==> config.mk <==
export PLATFORM = sky130hd
export DESIGN_NAME = mode_select_luma4x4
export DESIGN_NICKNAME = d
export VERILOG_FILES = /design/src/rtl/intra4x4_pkg.sv /design/src/rtl/abs_sum_lanes.sv /design/src/rtl/mode_select_luma4x4.sv
export SDC_FILE = /design/constraint.sdc
export NUM_CORES = 1
export LEC_CHECK = 0
export ABC_AREA = 1
export CORE_AREA = 5 5 407 409
export CTS_CLUSTER_DIAMETER = 50
export DETAILED_ROUTE_END_ITERATION = 8
export DIE_AREA = 0 0 412 414
export GPL_ROUTABILITY_DRIVEN = 0
export SYNTH_ARGS = -nofsm -noshare
export SYNTH_HDL_FRONTEND = slang
export SYNTH_SLANG_ARGS = --single-unit
==> constraint.sdc <==
create_clock -name clk -period 61.7 [get_ports clk]
set_input_delay 12.34 -clock clk [delete_from_list [all_inputs] [get_ports clk]]
set_output_delay 12.34 -clock clk [all_outputs]
set_load 0.005 [all_outputs]
==> src/rtl/intra4x4_pkg.sv <==
// rtl/intra4x4_pkg.sv - shared types and constants for the intra 4x4 luma mode decision
//
// Purpose: H.264 intra4x4 mode numbers, the order in which the mode decision
// walks its residual buffer, FSM states, datapath widths and an 8-bit
// magnitude helper.
// Ports: none (package).
package intra4x4_pkg;

  localparam int NUM_MODES = 8;
  localparam int NUM_PIX   = 16;
  localparam int SAD_W_DEF = 12;

  typedef enum logic [3:0] {
    MODE_V   = 4'd0,
    MODE_H   = 4'd1,
    MODE_DC  = 4'd2,
    MODE_DDL = 4'd3,
    MODE_DDR = 4'd4,
    MODE_VR  = 4'd5,
    MODE_HD  = 4'd6,
    MODE_VL  = 4'd7,
    MODE_HU  = 4'd8
  } intra4x4_mode_e;

  // Slot k of the residual buffer holds the mode EVAL_ORDER[k]. The order is
  // ascending in mode number, so a strict less-than compare makes the lowest
  // mode number win ties.
  localparam logic [NUM_MODES-1:0][3:0] EVAL_ORDER = {
    MODE_HU, MODE_VL, MODE_HD, MODE_VR, MODE_DDR, MODE_DDL, MODE_H, MODE_V
  };

  typedef enum logic {
    ST_IDLE = 1'b0,
    ST_RUN  = 1'b1
  } state_e;

  // |v| of a signed byte; 9 bits so that |-128| = 128 is representable.
  function automatic logic [8:0] abs8(input logic [7:0] v);
    logic [8:0] ext;
    ext = {v[7], v};
    return v[7] ? 9'(9'd0 - ext) : ext;
  endfunction

endpackage

==> src/rtl/abs_sum_lanes.sv <==
// rtl/abs_sum_lanes.sv - combinational sum of absolute values across LANES signed bytes
//
// Purpose: one chunk of SAD accumulation for the mode decision.
// Ports:
//   pix  in  [LANES-1:0][7:0]  signed residual bytes
//   sum  out [SAD_W-1:0]       sum of their magnitudes, zero-extended
module abs_sum_lanes
  import intra4x4_pkg::*;
#(
  parameter int LANES = 4,
  parameter int SAD_W = SAD_W_DEF
) (
  input  logic [LANES-1:0][7:0] pix,
  output logic [SAD_W-1:0]      sum
);

  always_comb begin
    sum = '0;
    for (int l = 0; l < LANES; l++) begin
      sum = sum + SAD_W'(abs8(pix[l]));
    end
  end

endmodule

==> src/rtl/mode_select_luma4x4.sv <==
// rtl/mode_select_luma4x4.sv - intra 4x4 luma mode decision by minimum SAD (optional cost: MODE_COST_EN)
//
// Purpose: on start, snapshot the eight residual blocks, accumulate a SAD per
// mode LANES pixels per cycle, and report the cheapest mode with a done pulse.
// Build option: define MODE_COST_EN to add a rate penalty of 4*lambda to
// every mode other than pred_mode.
// Ports:
//   clk, reset            clock, synchronous active-high reset
//   start                 one-cycle request, taken only when idle
//   vres .. ddrres        16 signed 8-bit residuals each, raster order
//   pred_mode, lambda     (MODE_COST_EN only) sampled with the residuals
//   busy                  high from the capture edge until done
//   done                  one-cycle pulse, results valid
//   best_mode, best_sad   winning H.264 mode number and its cost
module mode_select_luma4x4
  import intra4x4_pkg::*;
#(
  parameter int LANES = 4,
  parameter int SAD_W = SAD_W_DEF
) (
  input  logic                      clk,
  input  logic                      reset,
  input  logic                      start,
  input  logic [NUM_PIX-1:0][7:0]   vres,
  input  logic [NUM_PIX-1:0][7:0]   hres,
  input  logic [NUM_PIX-1:0][7:0]   vlres,
  input  logic [NUM_PIX-1:0][7:0]   vrres,
  input  logic [NUM_PIX-1:0][7:0]   hures,
  input  logic [NUM_PIX-1:0][7:0]   hdres,
  input  logic [NUM_PIX-1:0][7:0]   ddlres,
  input  logic [NUM_PIX-1:0][7:0]   ddrres,
`ifdef MODE_COST_EN
  input  logic [3:0]                pred_mode,
  input  logic [7:0]                lambda,
`endif
  output logic                      busy,
  output logic                      done,
  output logic [3:0]                best_mode,
  output logic [SAD_W-1:0]          best_sad
);

  localparam logic [4:0] LAST_BASE = 5'(NUM_PIX - LANES);
  localparam logic [4:0] STEP      = 5'(LANES);

  state_e            state, next_state;
  logic              capture, step;
  logic [4:0]        pix_base;
  logic [2:0]        mode_idx;
  logic [SAD_W-1:0]  acc;
  logic [7:0]        res_buf [NUM_MODES][NUM_PIX];

  logic              last_chunk, last_mode;
  logic [3:0]        cur_mode;
  logic [LANES-1:0][7:0] lane_pix;
  logic [SAD_W-1:0]  chunk_sum, sad_total, penalty, cost;

`ifdef MODE_COST_EN
  logic [3:0]        pred_q;
  logic [7:0]        lambda_q;
`endif

  assign last_chunk = (pix_base == LAST_BASE);
  assign last_mode  = (mode_idx == 3'(NUM_MODES - 1));
  assign cur_mode   = EVAL_ORDER[mode_idx];

  // State register
  always_ff @(posedge clk) begin
    if (reset) state <= ST_IDLE;
    else       state <= next_state;
  end

  // Next state and datapath strobes
  always_comb begin
    next_state = state;
    capture    = 1'b0;
    step       = 1'b0;
    case (state)
      ST_IDLE: begin
        if (start) begin
          capture    = 1'b1;
          next_state = ST_RUN;
        end
      end
      ST_RUN: begin
        step = 1'b1;
        if (last_chunk && last_mode) next_state = ST_IDLE;
      end
      default: next_state = ST_IDLE;
    endcase
  end

  // Residual snapshot, slot order follows EVAL_ORDER. Contents are don't-care
  // until the first capture, so no reset.
  always_ff @(posedge clk) begin
    if (capture) begin
      for (int i = 0; i < NUM_PIX; i++) begin
        res_buf[0][i] <= vres[i];
        res_buf[1][i] <= hres[i];
        res_buf[2][i] <= ddlres[i];
        res_buf[3][i] <= ddrres[i];
        res_buf[4][i] <= vrres[i];
        res_buf[5][i] <= hdres[i];
        res_buf[6][i] <= vlres[i];
        res_buf[7][i] <= hures[i];
      end
    end
  end

  always_comb begin
    lane_pix = '0;
    for (int l = 0; l < LANES; l++) begin
      lane_pix[l] = res_buf[mode_idx][pix_base[3:0] + 4'(l)];
    end
  end

  abs_sum_lanes #(
    .LANES (LANES),
    .SAD_W (SAD_W)
  ) u_abs_sum (
    .pix (lane_pix),
    .sum (chunk_sum)
  );

  assign sad_total = acc + chunk_sum;

`ifdef MODE_COST_EN
  assign penalty = (cur_mode == pred_q) ? '0 : SAD_W'({lambda_q, 2'b00});
`else
  assign penalty = '0;
`endif

  assign cost = sad_total + penalty;

  always_ff @(posedge clk) begin
    if (reset) begin
      busy      <= 1'b0;
      done      <= 1'b0;
      best_mode <= 4'd0;
      best_sad  <= '0;
      acc       <= '0;
      pix_base  <= '0;
      mode_idx  <= '0;
`ifdef MODE_COST_EN
      pred_q    <= '0;
      lambda_q  <= '0;
`endif
    end else begin
      done <= 1'b0;
      if (capture) begin
        busy     <= 1'b1;
        acc      <= '0;
        best_sad <= '1;
        pix_base <= '0;
        mode_idx <= '0;
`ifdef MODE_COST_EN
        pred_q   <= pred_mode;
        lambda_q <= lambda;
`endif
      end else if (step) begin
        if (last_chunk) begin
          if (cost < best_sad) begin
            best_sad  <= cost;
            best_mode <= cur_mode;
          end
          acc      <= '0;
          pix_base <= '0;
          mode_idx <= mode_idx + 3'd1;
          if (last_mode) begin
            done <= 1'b1;
            busy <= 1'b0;
          end
        end else begin
          acc      <= sad_total;
          pix_base <= pix_base + STEP;
        end
      end
    end
  end

endmodule

==> impl_metrics.py <==
metrics = {
    "drt": {
        "wl_met1_mm": 69.1,
        "vias": 34000,
        "drt_wl_total_mm": 175,
        "via_per_inst": 4.68,
        "drc": 0,
        "ant_nets": 0,
        "top_layer_used": "met5",
        "dr_wl_met3_mm": 14.0,
        "route.met2.wl_mm": 86.7,
        "first_pass_iters": 7,
        "drt_iter0_drc": 3448,
        "wl_per_cell_microns": 24.2,
    },
    "floorplanning": {
        "die_h_microns": 414,
        "rows": 148,
        "initial_core_util_pct": 27.9,
        "die_area_sq_um": 171000,
        "die_w_microns": 412,
        "ioPinCount": 1045,
        "core_sq_um": 162000,
    },
    "cells_and_area": {
        "multi_input_area_sq_um": 11600,
        "fillerInstances": 15600,
        "nets": 5998,
        "final_cells": 7255,
        "syn_to_final_growth_pct": 37.7,
        "drive_gt1_share_pct": 5.82,
        "seq_area_sq_um": 31600,
    },
    "pwr": {
        "netSwitchingFraction_pct": 26.4,
        "power_density_nw_per_um2": 32.1,
        "fin_total_pwr_uw": 1990,
        "p_int_uw": 1470,
        "power_switching_uw": 526,
        "pwr-share-comb_pct": 17.2,
        "seqPwrFrac_pct": 42.9,
        "p_leak_uw": 0.0230,
        "vdd_drop_max_mv": 0.0282,
        "pwr-share-clk_pct": 39.9,
    },
    "timing": {
        "hold_viol_final": 0,
        "fin_crit_ns": 17.76,
        "clock_skew_ns": 0.0340,
        "rsz0062_at_grt": "false",
        "drv_slew": 0,
        "max_freq_mhz": 56.3,
        "setup_viol": 0,
        "whs_ns": 0.477,
        "relSlewSlack_pct": 28.3,
        "finalSetupTns_ns": 0,
        "worst_slew_pin_slew_ns": 1.08,
        "min_period_over_period_pct": 28.8,
    },
    "yosys": {
        "synth.most_common_cell": "nand2_1",
        "synth_area_sq_um": 45000,
        "yosysTopAreaCell": "edfxtp_1",
        "synth.top_cell.area_share_pct": 68.3,
        "synth_area_leaders": "edfxtp_1 (68%), nand2_1 (11%), nand3_1 (8.1%)",
        "async_flop_share_pct": 0,
        "netlist_top_cells_count": "nand2_1 (1282), edfxtp_1 (1024), nand3_1 (733), inv_1 (142), buf_2 (101)",
        "synth_area_per_cell_sq_um": 11.6,
        "synth_seq_cells": 1064,
        "synth_cell_types": 39,
        "ys.flop_type": "edfxtp_1",
        "synth-edff-count": 1024,
        "synthCells": 3895,
        "yosysSeqAreaShare_pct": 70.1,
        "ys_warn_count": 0,
    },
    "min_path": {
        "hold_path_end": "acc[9]",
        "hold_path_class": "reg -> reg",
        "min_path_cells": 2,
        "hold_path_startpoint": "acc[9]",
    },
    "global_routing": {
        "antenna_found_initial": 84,
        "grt_remaining_overflow": 0,
        "grt_max_degree": 149,
        "grt_use_total_pct": 19.8,
        "grt_pass1_wl_mm": 243,
        "grt_pass1_vias": 34000,
    },
    "clock_tree": {
        "cts_hold_buf": 0,
        "cts_made_buffers": 135,
        "post_cts_buffers": 0,
        "cts_buffer_depth": 3,
        "cts_tree": "yes",
        "path_clk_slew_ns": 0.05,
        "clk_latency_ns": 0.79,
        "cts.repair.resized": 0,
        "clock-sinks": 1064,
        "htree_levels": 4,
        "cts_root_buf": "clkbuf_16",
    },
    "worst_setup_path": {
        "crit_path_end_kind": "register",
        "r2r_cells": 41,
        "cp_num_cells": 9,
        "cp_common_cell": "buf_4",
        "cp.required_ns": 62.09,
        "crit_chain": "clkdlybuf4s50_1 > inv_1 > nor2_4 > buf_4 > buf_4 > buf_4 > buf_4 > buf_12 > buf_4",
        "slowest_stage": "buf_4",
        "max_stage_delay_ns": 0.87,
        "r2r-end": "best_sad[3]",
        "cp_max_fo": 148,
        "start_kind": "primary input",
        "reg2reg_slack_ns": 51.62,
        "crit_family": "buffers and inverters",
        "path_class": "in -> reg",
        "arrival_ns": 18.16,
        "cp_num_buf_inv": 8,
        "startpoint": "start",
    },
    "place": {
        "dp_hpwl_mm": 128,
        "portBuffers": 1044,
        "placed_cells": 6944,
    },
    "status": {
        "status": "finished, final reports clean",
    },
    "job": {
        "max_cap_violations": 0,
    },
}
worst min-delay path: stages, from the launching register on:
cell	delay (ns)
dfxtp_1	0.31
nand2_1	0.06
a21oi_1	0.05
sequential cells by signal, summed over array words and instances, names as in the netlist, named ones only:
register and flops:
acc 12, best_mode 4, best_sad 12, busy 1, done 1, mode_idx 3, pix_base 3, res_buf 1024
state 1
area by class of cell:
cell class | instances | area share (%)
diodes | 63 | 0.254
clock buffers | 165 | 5.75
clock inverters | 83 | 1.51
inverters | 156 | 0.983
multi-input cells | 2452 | 18.6
flip-flops and latches | 1064 | 50.9
well taps | 2175 | 4.39
repair buffers | 1097 | 17.6
power groups by stage:
stage / Sequential, uW / Combinational, uW / Clock, uW
3_3_place_gp: 869 / 334 / 0
3_5_place_dp: 869 / 344 / 0
4_1_cts: 855 / 346 / 810
2_1_floorplan: 930 / 199 / 0
6_report: 855 / 342 / 794
5_1_grt: 858 / 385 / 842
cells in the final DEF, fill, tap and decap left out, types with 31 or more instances in the layout:
cell / n
nand2_1: 1282
clkdlybuf4s50_1: 1044
edfxtp_1: 1024
nand3_1: 733
inv_1: 141
clkbuf_16: 138
o21ai_0: 88
nor2_1: 88
diode_2: 63
buf_4: 49
a21oi_1: 46
ha_1: 46
dfxtp_1: 35
o221ai_1: 31
how the worst max path moves through the flow:
stage | to | slack (ns)
floorplan | best_sad[3] | 2.17
global placement | res_buf[4][111] | 43.37
detailed placement | res_buf[6][111] | 43.24
CTS | res_buf[7][92] | 44.07
global route | res_buf[1][72] | 43.72
finish | res_buf[7][104] | 43.94
stage by stage:
step	instance area (sq um)	utilization, %	setup WS, ns
6_report	62000	38.4	43.94
3_3_place_gp	57300	35.5	43.37
2_1_floorplan	45000	-	2.17
4_1_cts	61900	38.3	44.07
5_1_grt	62000	38.3	43.72
3_5_place_dp	57300	35.5	43.24
per-layer routing:
metal / global-route usage [%] / vias up
li1: - / 15700
met1: 24.5 / 16500
met2: 33.0 / 1518
met3: 5.02 / 280
met4: 8.21 / 18
met5: 0 / -
cell families after synthesis:
family,Yosys count,share of synthesized area [%]
other cells,2,0.0167
flops,1064,70.1
xor+xnor,29,0.564
simple gates,2135,20.0
buf+inv,381,4.31
compound gates,219,2.92
fa+ha+maj,65,2.12
Power figures use the tool's default switching activity.
